`config.mk`:
```
export PLATFORM = sky130hd
export DESIGN_NAME = period_div_ctrl
export DESIGN_NICKNAME = d
export VERILOG_FILES = /design/src/rtl/hwag_pkg.sv /design/src/rtl/integer_div.sv /design/src/rtl/period_div_ctrl.sv
export SDC_FILE = /design/constraint.sdc
export NUM_CORES = 1
export LEC_CHECK = 0
export ABC_AREA = 0
export CORE_MARGIN = 10
export CORE_UTILIZATION = 60
export CTS_CLUSTER_DIAMETER = 120
export DETAILED_ROUTE_END_ITERATION = 12
export DONT_BUFFER_PORTS = 1
export GPL_ROUTABILITY_DRIVEN = 0
export PLACE_DENSITY = 0.74
export SLEW_MARGIN = 5
export SYNTH_ARGS = -nofsm -noshare
export SYNTH_HDL_FRONTEND = slang
export SYNTH_SLANG_ARGS = --single-unit
export TNS_END_PERCENT = 5
```
`constraint.sdc`:
```
create_clock -name clk -period 7.85 [get_ports clk]
set_input_delay 1.1775 -clock clk [delete_from_list [all_inputs] [get_ports clk]]
set_output_delay 1.1775 -clock clk [all_outputs]
set_load 0.05 [all_outputs]
```
`src/rtl/hwag_pkg.sv`:
```
// Shared constants for the angle-generator blocks: default datapath width and
// the period divider controller state encoding.
package hwag_pkg;

  localparam int unsigned DefWidth = 24;

  typedef logic [1:0] state_t;

  localparam state_t StIdle = 2'd0;
  localparam state_t StLoad = 2'd1;
  localparam state_t StRun  = 2'd2;
  localparam state_t StDone = 2'd3;

endpackage

```
`src/rtl/integer_div.sv`:
```
// Restoring unsigned divider, one quotient bit per clock. A low start reloads the
// operands; a high start iterates until rdy and then holds the result.
module integer_div #(
  parameter int unsigned WIDTH = 24
) (
  input  logic             clk,
  input  logic             rst,
  input  logic             start,
  input  logic [WIDTH-1:0] dividend,
  input  logic [WIDTH-1:0] divider,
  output logic [WIDTH-1:0] quotient,
  output logic [WIDTH-1:0] remainder,
  output logic             rdy
);

  localparam int unsigned CntW = $clog2(WIDTH + 1);

  logic [WIDTH-1:0] quo_q;
  logic [WIDTH-1:0] rem_q;
  logic [CntW-1:0]  cnt_q;
  logic [WIDTH:0]   trial;
  logic [WIDTH-1:0] diff;
  logic             fits;

  // Partial remainder is always below divider, so the subtraction fits in WIDTH bits.
  always_comb begin
    trial = {rem_q, quo_q[WIDTH-1]};
    fits  = (trial >= {1'b0, divider});
    diff  = trial[WIDTH-1:0] - divider;
    rdy   = (cnt_q == CntW'(WIDTH));
  end

  always_ff @(posedge clk or posedge rst) begin
    if (rst) begin
      quo_q <= '0;
      rem_q <= '0;
      cnt_q <= '0;
    end else if (!start) begin
      quo_q <= dividend;
      rem_q <= '0;
      cnt_q <= '0;
    end else if (!rdy) begin
      rem_q <= fits ? diff : trial[WIDTH-1:0];
      quo_q <= {quo_q[WIDTH-2:0], fits};
      cnt_q <= cnt_q + 1'b1;
    end
  end

  assign quotient  = quo_q;
  assign remainder = rem_q;

endmodule

```
`src/rtl/period_div_ctrl.sv`:
```
// Converts a captured tooth period into a per-step period by dividing by the
// step count, with a one-deep pending sample buffer and a sticky overrun flag.
module period_div_ctrl
  import hwag_pkg::*;
#(
  parameter int unsigned WIDTH = DefWidth
) (
  input  logic             clk,
  input  logic             rst,
  input  logic             cap,
  input  logic [WIDTH-1:0] period,
  input  logic [WIDTH-1:0] steps,
  input  logic             ovf_clr,
  output logic             busy,
  output logic [WIDTH-1:0] step_period,
  output logic [WIDTH-1:0] step_rem,
  output logic             valid,
  output logic             div0,
  output logic             ovf
);

  state_t           state_q, state_d;
  logic [WIDTH-1:0] op_period_q, op_period_d, op_steps_q, op_steps_d;
  logic [WIDTH-1:0] pend_period_q, pend_period_d, pend_steps_q, pend_steps_d;
  logic             pend_valid_q, pend_valid_d;
  logic [WIDTH-1:0] step_period_q, step_period_d, step_rem_q, step_rem_d;
  logic             valid_q, valid_d, div0_q, div0_d, ovf_q, ovf_d;
  logic             overrun, have, start, rdy;
  logic [WIDTH-1:0] cand_period, cand_steps, quotient, remainder;

  assign start = (state_q == StRun);

  always_comb begin
    state_d       = state_q;
    op_period_d   = op_period_q;
    op_steps_d    = op_steps_q;
    pend_period_d = pend_period_q;
    pend_steps_d  = pend_steps_q;
    pend_valid_d  = pend_valid_q;
    step_period_d = step_period_q;
    step_rem_d    = step_rem_q;
    valid_d       = 1'b0;
    div0_d        = 1'b0;
    overrun       = 1'b0;
    have          = 1'b0;
    cand_period   = period;
    cand_steps    = steps;

    unique case (state_q)
      StIdle: begin
        if (pend_valid_q) begin
          have         = 1'b1;
          cand_period  = pend_period_q;
          cand_steps   = pend_steps_q;
          pend_valid_d = cap;
          if (cap) begin
            pend_period_d = period;
            pend_steps_d  = steps;
          end
        end else begin
          have = cap;
        end
        if (have) begin
          if (cand_steps != '0) begin
            op_period_d = cand_period;
            op_steps_d  = cand_steps;
            state_d     = StLoad;
          end else begin
            div0_d = 1'b1;
          end
        end
      end
      StLoad, StRun: begin
        if (state_q == StLoad) begin
          state_d = StRun;
        end else if (rdy) begin
          state_d       = StDone;
          step_period_d = quotient;
          step_rem_d    = remainder;
          valid_d       = 1'b1;
        end
        if (cap) begin
          overrun       = pend_valid_q;
          pend_period_d = period;
          pend_steps_d  = steps;
          pend_valid_d  = 1'b1;
        end
      end
      StDone: begin
        // A cap landing here counts as pending; it only overruns a full buffer.
        have    = cap | pend_valid_q;
        overrun = cap & pend_valid_q;
        if (!cap) begin
          cand_period = pend_period_q;
          cand_steps  = pend_steps_q;
        end
        state_d = StIdle;
        if (have && cand_steps != '0) begin
          op_period_d  = cand_period;
          op_steps_d   = cand_steps;
          pend_valid_d = 1'b0;
          state_d      = StLoad;
        end else if (have) begin
          pend_period_d = cand_period;
          pend_steps_d  = cand_steps;
          pend_valid_d  = 1'b1;
        end
      end
      default: state_d = StIdle;
    endcase

    ovf_d = ovf_q;
    if (overrun) begin
      ovf_d = 1'b1;
    end else if (ovf_clr) begin
      ovf_d = 1'b0;
    end
  end

  always_ff @(posedge clk or posedge rst) begin
    if (rst) begin
      state_q       <= StIdle;
      op_period_q   <= '0;
      op_steps_q    <= '0;
      pend_period_q <= '0;
      pend_steps_q  <= '0;
      pend_valid_q  <= 1'b0;
      step_period_q <= '0;
      step_rem_q    <= '0;
      valid_q       <= 1'b0;
      div0_q        <= 1'b0;
      ovf_q         <= 1'b0;
    end else begin
      state_q       <= state_d;
      op_period_q   <= op_period_d;
      op_steps_q    <= op_steps_d;
      pend_period_q <= pend_period_d;
      pend_steps_q  <= pend_steps_d;
      pend_valid_q  <= pend_valid_d;
      step_period_q <= step_period_d;
      step_rem_q    <= step_rem_d;
      valid_q       <= valid_d;
      div0_q        <= div0_d;
      ovf_q         <= ovf_d;
    end
  end

  integer_div #(
    .WIDTH(WIDTH)
  ) u_div (
    .clk      (clk),
    .rst      (rst),
    .start    (start),
    .dividend (op_period_q),
    .divider  (op_steps_q),
    .quotient (quotient),
    .remainder(remainder),
    .rdy      (rdy)
  );

  assign busy        = (state_q != StIdle);
  assign step_period = step_period_q;
  assign step_rem    = step_rem_q;
  assign valid       = valid_q;
  assign div0        = div0_q;
  assign ovf         = ovf_q;

endmodule

```
==> impl_metrics.py <==
metrics = {
    "critical_path": {
        "cp_data_required_time_ns": 8.26,
        "critical_path_class": "reg -> reg",
        "timing.critical_path.fanout_max": 21,
        "worstSetupEndpointType": "flop",
        "data_arrival_time_at_the_worst_slack_endpoint_ns": 4.00,
        "cp_buf_inv_count": 0,
        "crit_family": "compound AO/OA/AOI/OAI gates",
        "crit_path_cell_trace": "ha_1 -> a21o_1 -> a31oi_1 -> o2bb2ai_1 -> o31ai_2 -> a21oi_2 -> o21ai_2 -> nand2_1 -> a311oi_1",
        "critical_path.startpoint_type": "flop",
        "cell_with_the_largest_stage_delay_on_the_worst_path": "o21ai_2",
        "timing.critical_path.slowest_cell_delay_ns": 0.73,
    },
    "power": {
        "max-vdd-ir-drop_uv": 495,
        "p_per_area_nw_per_um2": 385,
        "cellLeakagePower_nw": 5.29,
    },
    "grt": {
        "grt_overflow_total": 0,
        "global_route_usage_sum_pct": 20.9,
        "grt_first_pass_wirelength_mm": 38.6,
        "antenna_found_initial": 0,
        "grt_max_degree": 146,
        "number_of_global_route_vias_before_repair": 7250,
    },
    "synth": {
        "post_synthesis_share_of_cell_area_spent_on_and_or_nand_and_nor_gates_pct": 16.5,
        "synth_net_count": 1170,
        "number_of_flops_mapped_to_enable_cells_by_yosys": 0,
        "yosysUniqueCellTypes": 66,
        "yosys.area_share.adder_pct": 3.86,
        "most_instantiated_flip_flop_cell_in_the_synthesis_netlist": "dfrtp_1",
        "synth_top_family_by_area": "simple AND/OR/NAND/NOR gates",
        "synth.cells.most_frequent": "257 x nand2_1, 203 x dfrtp_1, 97 x o21ai_0",
        "post_synth_xor_area_fraction_pct": 1.54,
        "ys_warnings": 0,
        "synth-seq-cells": 203,
        "yosys-top-cells-area": "dfrtp_1 50%, nand2_1 9.4%, mux2_2 5.4%, mux2i_1 5.0%, o21ai_0 4.7%",
        "post_synth_mux_area_share_pct": 10.4,
        "post-synth-top-count-cell": "nand2_1",
        "yosys.area.top_type_share_pct": 49.6,
        "synth_async_reset_ratio_pct": 100,
        "synth_largest_area_cell": "dfrtp_1",
        "post_synth.cell_area_avg_um2": 9.42,
        "synth_compound_gate_area_share_pct": 13.8,
        "synth_sequential_area_ratio_pct": 49.6,
        "netlist_instances": 1087,
        "post_synth_instance_area_um2": 10200,
    },
    "sta": {
        "setup_viol": 0,
        "layout_min_cycle_time_ns": 3.59,
        "slew-limit-headroom_pct": 35.5,
        "worst-slew-pin-transition_ns": 0.968,
        "maxClockFrequency_mhz": 278,
        "finalMaxSlewViolations": 0,
        "skew_ns": 0.00756,
        "hold_viol": 0,
        "finalHoldWorstSlack_ns": 0.479,
        "fin_crit_sh_pct": 45.8,
        "totalNegativeSetupSlack_ns": 0,
        "setup_repair_after_global_routing_missed_its_margin": "no",
    },
    "floorplan": {
        "core_um2": 16600,
        "dieWidth_um": 151,
        "ioPinCount": 104,
        "initial_core_util_pct": 61.5,
        "design.die.area_um2": 22700,
        "row_count": 47,
        "floorplan.die.height_um": 151,
    },
    "outcome": {
        "run_status": "finished clean",
    },
    "final_layout": {
        "area_growth_pct": 9.07,
        "fillCellCount": 1329,
        "multi_input_area_um2": 4770,
        "num-nets-final": 1138,
        "area.sequential_um2": 5080,
        "antenna-diode-count": 0,
        "fraction_of_final_layout_cells_with_drive_strength_greater_than_1_pct": 10.8,
    },
    "placement": {
        "dp_hpwl_mm": 16.5,
        "buffer_ports.inserted": 0,
    },
    "detailed_routing": {
        "initialDrtViolationCount": 775,
        "detail_route.drc_violations": 0,
        "avgRoutedWirePerCell_um": 18.5,
        "detailroute.via_count": 7651,
        "detail_route.first_pass.iterations": 5,
        "route.final.wire_length_mm": 23.9,
        "final_antenna_net_count": 0,
        "via_per_inst": 5.93,
    },
    "clocking": {
        "clkSlewWorstSetupHoldPaths_ns": 0.06,
        "root_buffer": "clkbuf_16",
        "numCtsBuffers": 22,
        "clockBufferDepth": 3,
        "clock_insertion_delay_worst_skew_ns": 0.51,
        "tritoncts_clock_tree": "built",
        "post_cts_buffers": 0,
        "post_cts_resize_count": 0,
        "htree_num_levels": 1,
        "cts.hold.buffers_added": 0,
        "clock_sinks": 203,
    },
    "worst_hold_path": {
        "timing.hold.worst.class": "reg -> reg",
    },
    "flow_run": {
        "timing.max_cap.violations": 0,
    },
}
[registers in the layout (all words and copies together) (netlist names)]
signal,flops
u_div.quotient,24
op_steps_q,24
div0,1
pend_period_q,24
u_div.cnt_q,5
op_period_q,24
ovf,1
pend_steps_q,24
step_rem,24
pend_valid_q,1
step_period,24
state_q,2
valid,1
u_div.remainder,24
[area by class of cell]
class / count / area share (%)
sequential: 203 / 45.5
multi-input combinational: 777 / 42.7
clock buffer: 30 / 5.56
tap: 220 / 2.47
clock inverter: 10 / 1.67
inverter: 41 / 1.45
timing repair buffer: 10 / 0.672
[cell families after synthesis]
kind of cell    after synthesis
mux                         100
buf+inv                     107
fa+ha+maj                    31
xor+xnor                     18
simple gates                395
flops                       203
compound gates              233
[per-layer routing]
| metal | GRT usage [%] | wire length, um | up-vias |
|---|---|---|---|
| met5 | 0 | 0 | - |
| met4 | 4.81 | 393 | 0 |
| met3 | 5.55 | 2430 | 38 |
| met2 | 28.8 | 9730 | 254 |
| met1 | 31.9 | 11400 | 3635 |
| li1 | - | - | 3724 |
[stage by stage]
| step | worst slack [ns] | cells | area (um2) | power [mW] | util [%] |
|---|---|---|---|---|---|
| after floorplan | 1.13 | 1087 | 10200 | 2.80 | - |
| after global placement | 4.41 | 1251 | 10400 | 3.10 | 62.2 |
| after detailed placement | 4.29 | 1251 | 10400 | 3.15 | 62.2 |
| after CTS | 4.31 | 1291 | 11200 | 4.31 | 67.1 |
| after global routing | 3.90 | 1291 | 11200 | 4.58 | 67.1 |
| final | 4.26 | 1291 | 11200 | 4.30 | 67.1 |
[layout by cell type, fill, tap and decap left out, types with 8 or more instances in the layout]
cell type,n
xor2_1,8
mux2_2,49
buf_4,10
o21ai_0,97
a21oi_1,30
nand4_1,9
xnor2_1,10
nand2_1,257
a31oi_1,45
mux2i_1,51
nor3_1,9
nor2_1,50
clkbuf_16,22
nand2b_1,8
inv_1,40
nor4_1,17
dfrtp_1,203
ha_1,29
nand3_1,22
[power breakdown]
| part | internal (mW) | leakage (nW) | switching (mW) | total (mW) |
|---|---|---|---|---|
| Clock | 0.719 | 0.398 | 0.417 | 1.14 |
| Combinational | 0.631 | 2.30 | 0.896 | 1.53 |
| Sequential | 1.39 | 2.60 | 0.244 | 1.63 |
| Total | 2.74 | 5.29 | 1.56 | 4.30 |
[tightest hold or removal path, cell delays in order (launching register included)]
cell and delay [ns]:
dfrtp_1 0.34, nand2_1 0.04, o21ai_0 0.06
[final timing paths]
check,start,endpoint,slack (ns),cells after the start
max in group asynchronous,rst,step_period[20],5.77,2
hold / removal,op_period_q[20],op_period_q[20],0.48,2
setup reg to reg,u_div.remainder[9],u_div.remainder[8],4.26,9
hold reg to reg,op_period_q[20],op_period_q[20],0.48,2
min in group asynchronous,rst,step_period[6],0.74,1
setup / recovery,u_div.remainder[9],u_div.remainder[8],4.26,9
No activity file was read; power rests on OpenSTA's default activity.
